<file path="config.mk">
export PLATFORM = sky130hd
export DESIGN_NAME = median_sched
export DESIGN_NICKNAME = d
export VERILOG_FILES = /design/src/rtl/median_sched_pkg.sv /design/src/rtl/median_tag_pipe.sv /design/src/rtl/median_sched.sv
export SDC_FILE = /design/constraint.sdc
export NUM_CORES = 1
export LEC_CHECK = 0
export CORE_AREA = 5 5 152 154
export DETAILED_ROUTE_END_ITERATION = 8
export DIE_AREA = 0 0 157 159
export GPL_ROUTABILITY_DRIVEN = 0
export PLACE_DENSITY = 0.55
export SYNTH_ARGS = -nofsm -noshare
export SYNTH_HDL_FRONTEND = slang
export SYNTH_SLANG_ARGS = --single-unit
</file>
<file path="constraint.sdc">
create_clock -name clk -period 3.28 [get_ports clk]
set_clock_uncertainty 0.15 [all_clocks]
set_input_delay 0.656 -clock clk [delete_from_list [all_inputs] [get_ports clk]]
set_output_delay 0.656 -clock clk [all_outputs]
set_load 0.1 [all_outputs]
</file>
<file path="src/rtl/median_sched_pkg.sv">
// Shared types and defaults for the median-unit scheduler.
package median_sched_pkg;

  localparam int DEF_WIDTH   = 32;
  localparam int DEF_MED_LAT = 2;

  // Init pulse sequence for the median unit, then normal operation, then drain on reinit.
  typedef enum logic [2:0] {
    INIT_HI  = 3'd0,
    INIT_LO  = 3'd1,
    INIT_HI2 = 3'd2,
    RUN      = 3'd3,
    DRAIN    = 3'd4
  } state_t;

endpackage

</file>
<file path="src/rtl/median_tag_pipe.sv">
// Tag delay line. It tracks which requester owns each result inside the
// fixed-latency median unit. A tag leaves after exactly MED_LAT cycles.
module median_tag_pipe #(
  parameter int MED_LAT = 2
) (
  input  logic clk,
  input  logic rst,
  input  logic in_vld,
  input  logic in_id,
  output logic out_vld,
  output logic out_id,
  output logic any_vld
);

  logic [MED_LAT-1:0] vld_p;
  logic [MED_LAT-1:0] id_p;

  // Shift tags one stage per cycle; reset drops everything in flight.
  always_ff @(posedge clk or posedge rst) begin
    if (rst) begin
      vld_p <= '0;
      id_p  <= '0;
    end else begin
      vld_p[0] <= in_vld;
      id_p[0]  <= in_id;
      for (int i = 1; i < MED_LAT; i++) begin
        vld_p[i] <= vld_p[i-1];
        id_p[i]  <= id_p[i-1];
      end
    end
  end

  assign out_vld = vld_p[MED_LAT-1];
  assign out_id  = id_p[MED_LAT-1];
  assign any_vld = |vld_p;

endmodule

</file>
<file path="src/rtl/median_sched.sv">
// Two-requester round-robin front end for a shared fixed-latency median unit.
// Runs the unit's reset pulse sequence, issues one triple per cycle, and routes
// each result back tagged with its requester id.
module median_sched
  import median_sched_pkg::*;
#(
  parameter int WIDTH   = DEF_WIDTH,
  parameter int MED_LAT = DEF_MED_LAT
) (
  input  logic                 clk,
  input  logic                 rst,
  input  logic                 reinit,
  input  logic                 r0_valid,
  output logic                 r0_ready,
  input  logic [3*WIDTH-1:0]   r0_words,
  input  logic                 r1_valid,
  output logic                 r1_ready,
  input  logic [3*WIDTH-1:0]   r1_words,
  output logic                 m_rst_n,
  output logic [WIDTH-1:0]     m_word0,
  output logic [WIDTH-1:0]     m_word1,
  output logic [WIDTH-1:0]     m_word2,
  input  logic [WIDTH-1:0]     m_median_word,
  output logic                 rsp_valid,
  output logic                 rsp_id,
  output logic [WIDTH-1:0]     rsp_data,
  output logic                 busy,
  output logic [31:0]          done_count
);

  state_t             state;
  logic               ptr;
  logic               gnt_id;
  logic               accept;
  logic [3*WIDTH-1:0] gnt_words;
  logic               tag_vld;
  logic               tag_id;
  logic               tag_any;

  // Arbitration: a lone requester always wins; on contention the pointer decides.
  always_comb begin
    gnt_id = ptr;
    if (r0_valid && !r1_valid) gnt_id = 1'b0;
    else if (r1_valid && !r0_valid) gnt_id = 1'b1;
    accept = (state == RUN) && !reinit && (r0_valid || r1_valid);
  end

  assign r0_ready  = accept && !gnt_id;
  assign r1_ready  = accept &&  gnt_id;
  assign gnt_words = gnt_id ? r1_words : r0_words;
  assign m_word0   = accept ? gnt_words[WIDTH-1:0]         : '0;
  assign m_word1   = accept ? gnt_words[2*WIDTH-1:WIDTH]   : '0;
  assign m_word2   = accept ? gnt_words[3*WIDTH-1:2*WIDTH] : '0;

  // Issue stage -> result stage: the tag travels alongside the median unit's latency.
  median_tag_pipe #(.MED_LAT(MED_LAT)) u_tag_pipe (
    .clk     (clk),
    .rst     (rst),
    .in_vld  (accept),
    .in_id   (gnt_id),
    .out_vld (tag_vld),
    .out_id  (tag_id),
    .any_vld (tag_any)
  );

  assign rsp_valid = tag_vld;
  assign rsp_id    = tag_vld ? tag_id : 1'b0;
  assign rsp_data  = tag_vld ? m_median_word : '0;
  assign busy      = (state != RUN) || tag_any;

  // Controller: one-cycle high/low/high reset pulse for the unit, then RUN; reinit drains first.
  always_ff @(posedge clk or posedge rst) begin
    if (rst) begin
      state   <= INIT_HI;
      m_rst_n <= 1'b1;
    end else begin
      case (state)
        INIT_HI: begin
          state   <= INIT_LO;
          m_rst_n <= 1'b0;
        end
        INIT_LO: begin
          state   <= INIT_HI2;
          m_rst_n <= 1'b1;
        end
        INIT_HI2: begin
          state   <= RUN;
          m_rst_n <= 1'b1;
        end
        RUN: begin
          if (reinit) state <= DRAIN;
          m_rst_n <= 1'b1;
        end
        DRAIN: begin
          if (!tag_any) state <= INIT_HI;
          m_rst_n <= 1'b1;
        end
        default: begin
          state   <= INIT_HI;
          m_rst_n <= 1'b1;
        end
      endcase
    end
  end

  // Priority pointer favours the loser of the last grant; survives reinit.
  always_ff @(posedge clk or posedge rst) begin
    if (rst) ptr <= 1'b0;
    else if (accept) ptr <= ~gnt_id;
  end

  // Delivered-result counter, wraps naturally at 32 bits.
  always_ff @(posedge clk or posedge rst) begin
    if (rst) done_count <= '0;
    else if (tag_vld) done_count <= done_count + 32'd1;
  end

endmodule

</file>
==> results of run 1 <==
==> cell usage in the layout, fill, tap and decap left out, types with 9 or more instances in the layout <==
master and n:
a22o_4 15, a22o_1 73, xnor2_1 28, buf_4 47
clkdlybuf4s50_1 228, buf_12 137, and2_1 35, dfrtp_1 40
a22o_2 9, nand3_1 10, nand2_1 12, nand4_1 16
==> power breakdown <==
part           total (mW)  internal, mW  switching [mW]
sequential          0.665         0.578          0.0872
combinational        3.96          1.43            2.53
clock               0.465         0.279           0.186
total                5.09          2.29            2.81
==> registers in the layout, indices dropped and copies added, names as in the netlist <==
register,cells
m_rst_n,1
u_tag_pipe.id_p,2
done_count,32
ptr,1
state,3
u_tag_pipe.vld_p,2
==> layout make-up <==
cell class | instances | area, um^2
multi-input cells | 233 | 1930
clock buffers | 6 | 129
flip-flops and latches | 41 | 1030
repair buffers | 414 | 5400
inverters | 5 | 18.8
fillers | 2049 | 12700
diodes | 2 | 5.00
well taps | 280 | 350
clock inverters | 2 | 10.0
==> logic make-up after synthesis <==
logic type,after synthesis,synth area share
fa+ha+maj,1,0.00421
simple gates,96,0.198
xor+xnor,31,0.0913
mux,1,0.00379
flops,41,0.346
buf+inv,31,0.0560
compound gates,104,0.301
==> Yosys cell counts, drive strengths merged <==
| library cell | instances | area share |
|---|---|---|
| clkbuf | 9 | 0.011 |
| ha | 1 | 0.0042 |
| dfstp | 1 | 0.0088 |
| inv | 5 | 0.0063 |
| nor4 | 4 | 0.020 |
| o21ai | 2 | 0.0034 |
| or3 | 1 | 0.0021 |
| mux2 | 1 | 0.0038 |
| a31oi | 1 | 0.0021 |
| nand3 | 10 | 0.017 |
| and2 | 35 | 0.074 |
| and4 | 3 | 0.0088 |
| nand2 | 12 | 0.015 |
| nor2 | 4 | 0.0050 |
| a22o | 97 | 0.29 |
| o21a | 1 | 0.0025 |
| and3 | 6 | 0.013 |
| buf | 17 | 0.038 |
| o21bai | 3 | 0.0076 |
| dfrtp | 40 | 0.34 |
| xor2 | 3 | 0.0088 |
| nand4 | 16 | 0.034 |
| xnor2 | 28 | 0.082 |
| nor3 | 5 | 0.010 |
==> worst max path at each step <==
| stage | cells after the start | slack [ps] | from | to |
|---|---|---|---|---|
| finish | 8 | 100 | r1_valid | m_word1[27] |
| global route | 8 | -40 | r1_valid | m_word0[9] |
| CTS | 8 | 30 | r1_valid | m_word0[7] |
| detailed placement | 8 | 60 | r1_valid | m_word0[7] |
| global placement | 6 | 60 | reinit | m_word0[7] |
| floorplan | 3 | 200 | u_tag_pipe.vld_p[1] | rsp_data[10] |
==> per-layer routing <==
layer  track usage  up-vias  part of all wire
met5             0        -           0.00097
met4        0.0229        4            0.0089
met3        0.0647       14              0.10
met2         0.267      215              0.48
met1         0.205     1994              0.41
li1              -     1956                 -
==> worst register-to-register path: cells and delay by family, from the launching register on <==
kind,cells,cell delay [ps]
simple gates,3,1000
xor+xnor,1,160
flops,1,580
==> repair_timing <==
item,CTS,global route
hold endpoints to repair,0,0
endpoints found under the setup margin,0,43
gates resized for setup,0,17
==> run metrics, run 1 <==
status finished clean; Relative slew margins 0.646; total vias in the final route 4183; R2R Path End done_count[28]; Yosys warning count 0; Die W about 160 um; crit share post-route 0.969; drt first-iter violations 155; share of layout cells above drive strength 1 0.321; crit path DAT about 2400 ps; Avg Synthesized Cell Area just under 10 um^2; core area 0.0216 mm^2; Worst Hold Class reg -> reg; Root Buffer clkbuf_16; Slew Viols, Final 0; slowest CP cell clkdlybuf4s50_1; RSZ-0062 raised after global routing true; drt pass-1 iters 4; initial antenna violation count 4; port bufs 394; critical path buffer and inverter count 5; boundary pin count 395; Final Hold Viols 0; WHS Path Cells 0; Min-Delay Startpoint u_tag_pipe.id_p[0]; TritonCTS clock tree done; Post CTS Setup Buffer Count 0; worst setup path class in -> out; cell count after synthesis 305; worst-path fanout max 12; FP Rows 54; hold_buf cts 0; area delta synth->final 198%; Clock Sink Count slightly above 40; Non-Filler Instances 983; placed cell count 973; maximum vdd drop 0.000276 V; Netlist Area Pre-Place 0.00297 mm^2; Max Clk Rate 315 MHz; final worst path period need 3180 ps; Max Cap Viol 0; Synth Register Bits between 40 and 50; final setup vio count 0; setup_tns 0 ps; clock insertion delay at the later pin of the skew report 280 ps; Die Area 0.0250 mm^2; Power Dens Cells ~570 mW/mm^2; Nets 930; post-route worst setup slack between 100 and 150 ps; final instance area around 0.0089 mm^2; Power Total 5.09 mW; depth of the most critical reg-to-reg path 4; CP delay by family, top buffers and inverters; CTS buffer count 5; CP Capture Type output port; clk buf depth 2; pre-CTS setup slack 56.4 ps; chip height 159 um; first-pass GRT wire length roughly 30000 um; critical path launch point type input port; crit path cell chain clkdlybuf4s50_1 -> o21ai_0 -> buf_4 -> nor4_4 -> buf_12 -> buf_4 -> a22o_1 -> buf_12; Synth cell types 28; largest net degree at the start of global routing between 40 and 50; Final Core Density 0.411; GRT Util Overall 0.162; Slew @ Worst Pin approximately 530 ps; Worst Hold End u_tag_pipe.id_p[1]; leak pwr 3.63 nW; Reg clk slew, reported paths 50 ps; Routed Antenna Nets 0; Post-Syn Nets roughly 540; required time worst endpoint 2470 ps; vias in the first global route 4247; Remaining DRCs 0; Initial Util 0.138; sequential area share after synthesis 0.346; H-tree depth 2; gr ovfl total 0; CP peak stage delay 500 ps; Wirelength per Cell 22.0 um; R2R Path Start u_tag_pipe.vld_p[1]; Post-DP HPWL 18900 um; DRT Wirelength 21600 um; Via density 4.26; Placement Cell Area between 0.008 and 0.009 mm^2; reg2reg setup slack roughly 1300 ps; hold slack final around 200 ps
No activity file was read; power rests on OpenSTA's default activity.
==> run 2: changes to the inputs <==
--- a/config.mk
+++ b/config.mk
@@ -8,7 +8,6 @@
 export CORE_AREA = 5 5 152 154
 export DETAILED_ROUTE_END_ITERATION = 8
 export DIE_AREA = 0 0 157 159
-export GPL_ROUTABILITY_DRIVEN = 0
 export PLACE_DENSITY = 0.55
 export SYNTH_ARGS = -nofsm -noshare
 export SYNTH_HDL_FRONTEND = slang
==> results of run 2 <==
Same layout as run 1: the final DEF is identical, and so are final timing and power.
==> run 3: changes to the inputs <==
--- a/config.mk
+++ b/config.mk
@@ -9,6 +9,7 @@
 export DETAILED_ROUTE_END_ITERATION = 8
 export DIE_AREA = 0 0 157 159
 export PLACE_DENSITY = 0.55
+export RECOVER_POWER = 25
 export SYNTH_ARGS = -nofsm -noshare
 export SYNTH_HDL_FRONTEND = slang
 export SYNTH_SLANG_ARGS = --single-unit
==> run 3 against run 2 <==
  * Flip-flop and latch count stayed put
  * Routed wire length hardly changed
  * Setup slack stayed put
  * Non-clock buffer count stayed put
  * Count of clock-buffer cells in the layout stayed put
  * Maximum frequency stayed put
  * Sequential power hardly changed
  * Clock power hardly changed
  * First-iteration DRC count stayed put
  * Critical path type unchanged
  * Critical endpoint unchanged
  * Largest cell class unchanged
==> run metrics, run 3 (synthesis gave the netlist of run 1 again) <==
Root Buffer clkbuf_16 (unchanged); share of layout cells above drive strength 1 0.321 (unchanged); critical path launch point r1_valid (unchanged); crit path DAT 2370 ps (about the same); Die Area 0.0250 mm^2 (unchanged); critical path launch point type input port (unchanged); core area 0.0216 mm^2 (unchanged); Routed Antenna Nets 0 (unchanged); hold slack final 196 ps (unchanged); CP peak stage delay 500 ps (about the same); CP Capture Type output port (unchanged); crit path to m_word1[27] (unchanged); Final Hold Viols 0 (unchanged); worst setup path class in -> out (unchanged); Biggest register done_count (unchanged); Max Cap Viol 0 (unchanged); hold_buf cts 0 (unchanged); Nets 930 (unchanged); Post-DP HPWL 18900 um (unchanged); commonest non-fill, non-tap cells in the layout clkdlybuf4s50_1, buf_12, a22o_1, buf_4, dfrtp_1 (unchanged); status finished clean (unchanged); DRT Wirelength 21600 um (about the same); Min-Delay Startpoint u_tag_pipe.id_p[0] (unchanged); port bufs 394 (unchanged); leak pwr 3.63 nW (about the same); most common cell after layout, fill and taps aside clkdlybuf4s50_1 (unchanged); Reg clk slew, reported paths 50 ps (about the same); required time worst endpoint 2470 ps (about the same); Slew @ Worst Pin 1040 ps (was 527 ps); Remaining DRCs 0 (unchanged); depth of the most critical reg-to-reg path 4 (unchanged); crit path cell chain clkdlybuf4s50_1 -> o21ai_0 -> buf_4 -> nor4_4 -> buf_12 -> buf_4 -> a22o_1 -> buf_12 (unchanged); Relative slew margins 0.307 (was 0.646); Final Wtd Congestion 0.883 (unchanged); Via density 4.25 (was 4.26); clk buf depth 2 (unchanged); maximum vdd drop 0.000276 V (unchanged); clock insertion delay at the later pin of the skew report 280 ps (about the same); H-tree depth 2 (unchanged); reg2reg setup slack 1270 ps (about the same); area delta synth->final 198% (about the same); TritonCTS clock tree done (unchanged); first-pass GRT wire length 30400 um (unchanged); final setup vio count 0 (unchanged); drt first-iter violations 155 (unchanged); R2R Path Start u_tag_pipe.vld_p[1] (unchanged); initial antenna violation count 4 (unchanged); crit share post-route 0.969 (unchanged); Die W 157 um (unchanged); vias in the first global route 4247 (unchanged); Power Dens Cells 574 mW/mm^2 (about the same); R2R Path End done_count[28] (unchanged); Placement Cell Area 0.00858 mm^2 (unchanged); Worst Hold Class reg -> reg (unchanged); slowest CP cell clkdlybuf4s50_1 (unchanged); boundary pin count 395 (unchanged); largest net degree at the start of global routing 42 (unchanged); worst-path fanout max 12 (unchanged); Initial Util 0.138 (unchanged); GRT Util Overall 0.162 (unchanged); Max Clk Rate 315 MHz (unchanged); final instance area 0.00886 mm^2 (was 0.00887 mm^2); Wirelength per Cell 22.0 um (about the same); gr ovfl total 0 (unchanged); drt pass-1 iters 4 (unchanged); FP Rows 54 (unchanged); max reg flops 32 (unchanged); chip height 159 um (unchanged); Slew Viols, Final 0 (unchanged); final worst path period need 3180 ps (unchanged); Clock Sink Count 41 (unchanged); RSZ-0062 raised after global routing true (unchanged); CTS buffer count 5 (unchanged); registers with the most flip-flops done_count (32), state (3) (unchanged); total vias in the final route 4182 (was 4183); Fill cells 2049 (unchanged)
## run 3: cell count changes in the layout (fill, tap and decap cells not counted), sizes merged
cell           delta
buf               -1
clkbuf            +1
clkdlybuf4s50     -1
dlygate4sd3       +1
## run 3: power breakdown
group / switching, mW / internal (mW) / total (mW) / leakage [nW]
registers: 0.0872 / 0.578 / 0.665 / 0.550
clock network: 0.186 / 0.279 / 0.465 / 0.0706
logic: 2.53 / 1.43 / 3.96 / 3.01
## run 3: repair_timing
item	in CTS	in global routing
setup endpoints to repair	0	43
buffers inserted	0	0
gates resized for setup	0	17
endpoints found under the hold margin	0	0
## run 3: metal layers
metal	up-vias	track usage	wire length, um
met1	1994	0.205	8750
li1	1955	-	-
met5	-	0	21
met4	4	0.0229	193
met3	14	0.0647	2260
met2	215	0.267	10400
## run 3: worst min path at each step
stage,cells past startpoint,end,slack [ps]
after floorplan,0,u_tag_pipe.id_p[1],180
after global placement,0,u_tag_pipe.id_p[1],190
after detailed placement,0,u_tag_pipe.id_p[1],180
after CTS,0,u_tag_pipe.id_p[1],200
after global routing,0,u_tag_pipe.id_p[1],210
final,0,u_tag_pipe.id_p[1],200
## run 3: metrics by stage
stage | instances | utilization | total power [mW] | setup TNS [ps] | worst slack [ps]
floorplan | 305 | - | 3.01 | 0 | 201
global placement | 973 | 0.398 | 4.61 | 0 | 59.0
detailed placement | 973 | 0.398 | 4.61 | 0 | 56.4
CTS | 981 | 0.405 | 5.10 | 0 | 32.2
global route | 982 | 0.411 | 5.25 | -705 | -44.3
finish | 983 | 0.411 | 5.09 | 0 | 103
## run 3: layout make-up
cell class                      instances  area, um^2  area share
Tap cell                              280         350      0.0395
Timing Repair Buffer                  414        5400       0.609
Multi-Input combinational cell        233        1930       0.217
Antenna cell                            2        5.00    0.000565
Inverter                                5        18.8     0.00212
Sequential cell                        41        1030       0.116
Clock buffer                            6         129      0.0145
Clock inverter                          2        10.0     0.00113
## run 3: worst max-delay path: cells and delay by family
kind | cells | cell delay (ps)
AO/OA/AOI/OAI | 2 | 300
buffers and inverters | 5 | 1220
AND/OR/NAND/NOR | 1 | 190
